`src/rtl/pipe_ctrl.sv`:
```
// Stall/flush scheduler for the six-register integer pipeline, with divider occupancy and pending-redirect tracking.
// Optional PIPE_CTRL_PERF_EN adds saturating stall-source cycle counters; otherwise those ports read 0.
module pipe_ctrl #(
  parameter int DIV_LAT = 33,
  parameter int CNT_W   = 6
) (
  input  logic        clk,
  input  logic        rst,
  input  logic        icache_stall_req,
  input  logic        id2_load_use_req,
  input  logic        exc_div_start,
  input  logic        exc_mispred,
  input  logic [31:0] exc_mispred_target,
  input  logic        dcache_stall_req,
  input  logic        mem_exception,
  input  logic [31:0] mem_exc_target,
  output logic [5:0]  stall,
  output logic [5:0]  flush,
  output logic        exception_flush,
  output logic        pc_redirect,
  output logic [31:0] redirect_target,
  output logic        div_busy,
  output logic [31:0] perf_dcache_cyc,
  output logic [31:0] perf_div_cyc,
  output logic [31:0] perf_lu_cyc,
  output logic [31:0] perf_ic_cyc
);

  typedef enum logic {S_RUN, S_DIV} div_state_t;
  typedef enum logic {R_IDLE, R_PEND} redir_state_t;

  localparam logic [CNT_W-1:0] CNT_LOAD = CNT_W'(DIV_LAT - 1);
  localparam logic [CNT_W-1:0] CNT_ONE  = CNT_W'(1);

  div_state_t   div_state;
  redir_state_t redir_state;
  logic [CNT_W-1:0] cnt;
  logic [31:0]  pend_target;
  logic         start_acc;
  logic         mis_acc;

  // Outputs are forced to 0 while reset is held, even with live inputs.
  always_comb begin
    stall           = '0;
    flush           = '0;
    exception_flush = 1'b0;
    pc_redirect     = 1'b0;
    redirect_target = '0;
    div_busy        = 1'b0;
    start_acc       = 1'b0;
    mis_acc         = 1'b0;
    if (rst) begin
      start_acc = (div_state == S_RUN) && exc_div_start && !dcache_stall_req;
      div_busy  = start_acc || (div_state == S_DIV);
      if (mem_exception) begin
        exception_flush = 1'b1;
      end else if (dcache_stall_req) begin
        stall = 6'b011111;
        flush = 6'b100000;
      end else if (div_busy) begin
        stall = 6'b001111;
        flush = 6'b010000;
      end else if (id2_load_use_req) begin
        stall = 6'b000111;
        flush = 6'b001000;
      end else if (icache_stall_req) begin
        stall = 6'b000001;
        flush = 6'b000010;
      end
      mis_acc = exc_mispred && !mem_exception && !stall[3];
      if (mis_acc) flush = flush | 6'b000110;
      if (mem_exception && !icache_stall_req) begin
        pc_redirect     = 1'b1;
        redirect_target = mem_exc_target;
      end else if (mis_acc && !icache_stall_req) begin
        pc_redirect     = 1'b1;
        redirect_target = exc_mispred_target;
      end else if (!mem_exception && !mis_acc && redir_state == R_PEND && !icache_stall_req) begin
        pc_redirect     = 1'b1;
        redirect_target = pend_target;
      end
    end
  end

  always_ff @(posedge clk or negedge rst) begin
    if (!rst) begin
      div_state   <= S_RUN;
      cnt         <= '0;
      redir_state <= R_IDLE;
      pend_target <= '0;
    end else begin
      if (mem_exception) begin
        div_state <= S_RUN;
        cnt       <= '0;
      end else begin
        case (div_state)
          S_RUN: if (start_acc) begin
            cnt       <= CNT_LOAD;
            div_state <= S_DIV;
          end
          S_DIV: begin
            if (cnt <= CNT_ONE) begin
              cnt       <= '0;
              div_state <= S_RUN;
            end else begin
              cnt <= cnt - 1'b1;
            end
          end
          default: div_state <= S_RUN;
        endcase
      end

      // A newly accepted redirect replaces whatever was pending.
      if (mem_exception) begin
        if (icache_stall_req) begin
          redir_state <= R_PEND;
          pend_target <= mem_exc_target;
        end else begin
          redir_state <= R_IDLE;
        end
      end else if (mis_acc) begin
        if (icache_stall_req) begin
          redir_state <= R_PEND;
          pend_target <= exc_mispred_target;
        end else begin
          redir_state <= R_IDLE;
        end
      end else if (redir_state == R_PEND && !icache_stall_req) begin
        redir_state <= R_IDLE;
      end
    end
  end

`ifdef PIPE_CTRL_PERF_EN
  logic win_dc, win_div, win_lu, win_ic;

  assign win_dc  = rst && !mem_exception && dcache_stall_req;
  assign win_div = rst && !mem_exception && !dcache_stall_req && div_busy;
  assign win_lu  = rst && !mem_exception && !dcache_stall_req && !div_busy && id2_load_use_req;
  assign win_ic  = rst && !mem_exception && !dcache_stall_req && !div_busy && !id2_load_use_req
                   && icache_stall_req;

  always_ff @(posedge clk or negedge rst) begin
    if (!rst) begin
      perf_dcache_cyc <= '0;
      perf_div_cyc    <= '0;
      perf_lu_cyc     <= '0;
      perf_ic_cyc     <= '0;
    end else begin
      if (win_dc  && perf_dcache_cyc != '1) perf_dcache_cyc <= perf_dcache_cyc + 1'b1;
      if (win_div && perf_div_cyc    != '1) perf_div_cyc    <= perf_div_cyc + 1'b1;
      if (win_lu  && perf_lu_cyc     != '1) perf_lu_cyc     <= perf_lu_cyc + 1'b1;
      if (win_ic  && perf_ic_cyc     != '1) perf_ic_cyc     <= perf_ic_cyc + 1'b1;
    end
  end
`else
  assign perf_dcache_cyc = '0;
  assign perf_div_cyc    = '0;
  assign perf_lu_cyc     = '0;
  assign perf_ic_cyc     = '0;
`endif

endmodule

```
`config.mk`:
```
export PLATFORM = sky130hd
export DESIGN_NAME = pipe_ctrl
export DESIGN_NICKNAME = d
export VERILOG_FILES = /design/src/rtl/pipe_ctrl.sv
export SDC_FILE = /design/constraint.sdc
export NUM_CORES = 1
export LEC_CHECK = 0
export ABC_AREA = 1
export BUFFER_PORTS_ARGS = -buffer_cell sky130_fd_sc_hd__buf_4
export CAP_MARGIN = 25
export CORE_AREA = 2 2 100 102
export DETAILED_ROUTE_END_ITERATION = 8
export DIE_AREA = 0 0 102 104
export PLACE_DENSITY = 0.82
export SYNTH_ARGS = -nofsm -noshare
export SYNTH_HDL_FRONTEND = slang
export SYNTH_SLANG_ARGS = --single-unit
```
`constraint.sdc`:
```
create_clock -name clk -period 1.7 [get_ports clk]
set_input_delay 0.17 -clock clk [delete_from_list [all_inputs] [get_ports clk]]
set_output_delay 0.17 -clock clk [all_outputs]
set_load 0.05 [all_outputs]
```
======== Word level (Yosys, flattened, before mapping) ========
Index checks and enable logic that the tools add are counted.
storage, ports and cells
  flip-flop bits (word level) ............. 40
  input bits .............................. 72
  word-level logic and storage cells ...... 72
  output and inout port bits .............. 175
cells by class
  order comparisons ....................... 1
  equality and inequality tests ........... 3
  reductions and logical operators ........ 19
  add/subtract/negate cells ............... 1
  bitwise operators ....................... 1
  muxes and demuxes ....................... 43
operators by type and width
  cell                                                                   number
  32-bit two-way mux                                                     8
  6-bit two-way mux                                                      8
  1-bit two-way mux                                                      17
  5-bit two-way mux                                                      3
  6-bit one-hot mux with 2 select lines                                  1
  1-bit logical AND                                                      10
  4-bit two-way mux                                                      2
  6-bit by 1-bit <= comparator with 1-bit output, second input constant  1
  3-bit two-way mux                                                      2
  6-bit by 1-bit subtractor with 6-bit output, second input constant     1
  1-bit logical NOT                                                      5
  2-bit != test, second input constant                                   2
  3-bit != test, second input constant                                   1
  3-bit AND reduction                                                    1
  3-bit nonzero test                                                     1
  2-bit two-way mux                                                      1
  1-bit one-hot mux with 2 select lines                                  1
  2-bit nonzero test                                                     1
  1-bit logical OR                                                       1
  1-bit inverter                                                         1

======== Longest topological paths before layout ========
  depth after elaboration ................. 18
  depth in mapped cells ................... 10
  mapped depth without buffers ............ 9

======== Worst setup path after synthesis ========
Ideal clock, no wire load.
  path kind ............................... in2out
  from .................................... input mem_exception
  to ...................................... output flush[4]
  slack ................................... -0.504 ns
  path buffers ............................ 2
  data required time ...................... 1.530 ns
  data arrival time ....................... 2.034 ns
  cell stages on the path ................. 3
  cell sequence ........................... buf_6 -> clkbuf_1 -> nor4_1
on the way
  cells in the longest elaborated chain, start to end .. 2
ends and longest elaborated chain
  element             line  source
  start: declaration  15    input logic mem_exception,
  6-bit two-way mux   55    if (mem_exception) begin
  6-bit two-way mux   52    if (rst) begin
  end: declaration    18    output logic [5:0] flush,
No other way between the ends.

======== Worst setup path after layout ========
  from .................................... register div_state
  to ...................................... output flush[1]
on the way
  cells in the longest elaborated chain, start to end .. 12
  elaborated cells between the ends (all ways) .. 15
  those cells by class .................... mux (9); bitwise (1); reduce/logical (5)
ends and longest elaborated chain
  element                          line  source
  start: declaration               35    div_state_t div_state;
  start signal: assignment         87    div_state <= S_RUN;
  start signal: assignment         93    div_state <= S_RUN;
  start signal: assignment         99    div_state <= S_DIV;
  1-bit inverter                   --
  1-bit logical AND (2 in series)  53    start_acc = (div_state == S_RUN) && exc_div_start && !dcache_stall_req;
  1-bit logical OR *               54    div_busy = start_acc || (div_state == S_DIV);
  4-bit two-way mux                60    end else if (div_busy) begin
  5-bit two-way mux                57    end else if (dcache_stall_req) begin
  5-bit two-way mux                55
  6-bit two-way mux                52
  1-bit logical NOT                70    mis_acc = exc_mispred && !mem_exception && !stall[3];
  1-bit logical AND                70
  3-bit two-way mux *              71    if (mis_acc) flush = flush | 6'b000110;
  6-bit two-way mux *              52
Mark *: on every way between the ends. The rest lies on a longest branch, timed or not. The select of a mux whose other input is x is not followed.

==> run metrics <==
full die area about 11000 um^2; Max clock buf depth 2; number of core rows 36; R2R Path End pend_target[0]$_DFFE_PN0P_; slowest CP cell dfrtp_1; Comb pwr share 0.499; fill count ~900; Ports roughly 250; Root Buffer clkbuf_8; Syn-to-layout area delta 36.8%; RR Startpoint div_state$_DFF_PN0_; Mapped Area 4190 um^2; Final Max Tran Viols 0; largest net degree at the start of global routing 34; TritonCTS clock tree yes; Setup Skew 0.00437 ns; grt total ovfl 0; Min-Delay Path Depth 5; max-cap check violation count 0; status finished, violations left; total track usage 0.206; worst path cell trace inv_2, nand2_2, nor2_4, buf_12, buf_16, buf_6, buf_6, nand2_8, nand2_2, buf_8; critical path peak fanout 7; Seq/Total Area, Yosys 0.239; crit path launch type flop; sw frac 0.479; number of cells on the worst reg-to-reg path 12; PortBufs between 100 and 150; Int Pwr between 1500 and 2000 uW; post-synthesis area per instance 6.16 um^2; initial antenna violation count 0; Worst path max stage delay ~0.40 ns; Hold Fails Final Rpt 0; Clock Power Share 0.184; register share of total power 0.317; maximum resistive drop on vdd roughly 0.29 mV; DRC violations left 0; clock sinks 40; #FFs+latches synth 40; vias per inst approximately 4.6; Detail Route Antenna Nets 0; Seq. cell area about 1000 um^2; Hold EP pend_target[9]$_DFFE_PN0P_; Worst Path Required about 1.5 ns; yosys warns 0; Net Switching 1780 uW; fin crit period 1.91 ns; synth unique cells 27; 1st-pass router iterations 4; nets@finish approximately 900; total core area 9550 um^2; Worst Setup SP div_state$_DFF_PN0_; TritonCTS buffer count 5; setup_tns -6.64 ns; drt wl/cell 13.6 um; upper clock frequency limit between 500 and 600 MHz; Arrival @ worst endpoint 1.74 ns; HPWL after detailed placement around 7700 um; P_leak about 0.0034 uW; setup ws final -0.206 ns; Via Count about 4.3k; Non-Filler Instances between 900 and 1k; GPL Wtd Cong 0.857; worst slack, placed between 0.1 and 0.15 ns; Worst R2R Setup Slack -0.04 ns; first-pass GRT wire length approximately 18000 um; failing checks negative setup slack; share of post-route cells with drive strength above 1 0.305; WS Path Type flop to output port; unrepaired setup endpoints after global routing yes; Post-Route WL 12900 um; CTS H-Tree Depth 2; WP buf/inv 6; n_diodes 0; Final setup violation count 70; DP Cell Count ~910; area of the multi-input gates around 2700 um^2; Tot Pwr about 3700 uW; CP Capture Type output port; delay-heaviest family, CP buffers and inverters; initial core utilization 0.439; clk_lat worst skew between 0.2 and 0.3 ns; DRT iter0 DRCs between 200 and 250; Post-Synthesis Cells 680; Die X about 100 um; clk slew on worst S/H paths around 0.080 ns; critical hold path startpoint exc_mispred_target[9]; Die Height 104 um; period utilisation layout 1.12; Pwr Density ~650 nW/um^2; Worst Hold Class input port to flop; number of global-route vias before repair 3709
-- worst max path at each step --
stage / endpoint / slack, ns / cells after the start
final: flush[1] / -0.21 / 10
after detailed placement: redir_state$_DFFE_PN0P_ / 0.12 / 10
after global placement: redirect_target[0] / 0.13 / 10
after CTS: redirect_target[20] / -0.15 / 10
after global routing: redirect_target[22] / -0.29 / 10
after floorplan: stall[0] / 0.04 / 5
-- metrics by stage --
step	util	instance area, um^2	hold WS, ns
3_5_place_dp	0.497	4740	-0.00546
5_1_grt	0.600	5730	0.172
2_1_floorplan	-	4680	-0.126
4_1_cts	0.554	5290	0.170
3_3_place_gp	0.497	4740	-0.00435
6_report	0.600	5730	0.177
-- sequential cells by signal (all words and copies together) (netlist names) --
| name | flops |
|---|---|
| cnt | 6 |
| pend_target | 32 |
| div_state | 1 |
| redir_state | 1 |
-- logic make-up after synthesis --
logic type / count (synthesis) / synth area share
simple gates: 409 / 0.408
buf+inv: 216 / 0.329
other cells: 1 / 0.000895
compound gates: 10 / 0.0134
xor+xnor: 2 / 0.00418
fa+ha+maj: 2 / 0.00597
flops: 40 / 0.239
-- worst register-to-register path, delay by kind of cell, from the launching register on --
kind / cells / cell delay (ns)
buffers and inverters: 5 / 0.55
and+or+nand+nor: 7 / 0.69
DFF: 1 / 0.40
-- timing repair --
| item | in CTS | in global routing |
|---|---|---|
| hold buffers | 4 | 0 |
| cloned | 4 | 8 |
| pin swaps | 6 | 19 |
| gates resized for setup | 66 | 80 |
| buffers inserted | 7 | 3 |
| setup endpoints to repair | 34 | 73 |
| endpoints found under the hold margin | 26 | 0 |
-- Yosys cell counts --
library cell | n | share of area
nand2_1 | 282 | 0.25
buf_4 | 132 | 0.24
nand3_1 | 101 | 0.12
inv_1 | 49 | 0.044
dfrtp_1 | 40 | 0.24
buf_2 | 14 | 0.017
nor2_1 | 12 | 0.011
buf_6 | 7 | 0.019
clkbuf_1 | 7 | 0.0063
buf_1 | 5 | 0.0045
a21oi_1 | 4 | 0.0048
nand2_2 | 4 | 0.0060
o21ai_0 | 4 | 0.0048
nand4_1 | 3 | 0.0045
ha_1 | 2 | 0.0060
inv_2 | 2 | 0.0018
nor3_1 | 2 | 0.0024
a21oi_2 | 1 | 0.0021
conb_1 | 1 | 0.00090
nand2_4 | 1 | 0.0027
nor2_2 | 1 | 0.0015
nor2_4 | 1 | 0.0027
nor3_2 | 1 | 0.0024
nor4_1 | 1 | 0.0015
o211ai_1 | 1 | 0.0018
xnor2_1 | 1 | 0.0021
xor2_1 | 1 | 0.0021
-- cell usage in the layout, fill, tap and decap left out, drive strengths merged --
master / netlist / final
nand2: 287 / 291
dlygate4sd3: 0 / 4
dfrtp: 40 / 40
ha: 2 / 2
nand3: 101 / 101
conb: 1 / 130
buf: 158 / 150
nand4: 3 / 3
nor3: 3 / 3
nor2: 14 / 14
xnor2: 1 / 1
nor4: 1 / 1
clkbuf: 7 / 10
inv: 51 / 51
a21oi: 5 / 5
xor2: 1 / 1
o211ai: 1 / 1
o21ai: 4 / 4
-- metal layers --
| metal | vias to the layer above | share of wire | track usage |
|---|---|---|---|
| met1 | 1979 | 0.37 | 0.248 |
| li1 | 2103 | - | - |
| met5 | - | 0 | 0 |
| met2 | 214 | 0.54 | 0.378 |
| met3 | 12 | 0.084 | 0.0336 |
| met4 | 0 | 0.0080 | 0.0448 |
-- power groups by stage --
| stage | sequential, uW | combinational [uW] | clock [uW] |
|---|---|---|---|
| final | 1180 | 1860 | 686 |
| after global placement | 1170 | 1590 | 0 |
| after detailed placement | 1170 | 1610 | 0 |
| after CTS | 1160 | 1710 | 699 |
| after floorplan | 1150 | 1490 | 0 |
| after global routing | 1200 | 1980 | 738 |
-- area by class of cell --
type / count / share of cell area
inverter: 51 / 0.0334
sequential: 40 / 0.175
tap: 133 / 0.0290
clock buffer: 7 / 0.0168
multi-input combinational: 557 / 0.473
timing repair buffer: 157 / 0.273
Power figures use the tool's default switching activity.
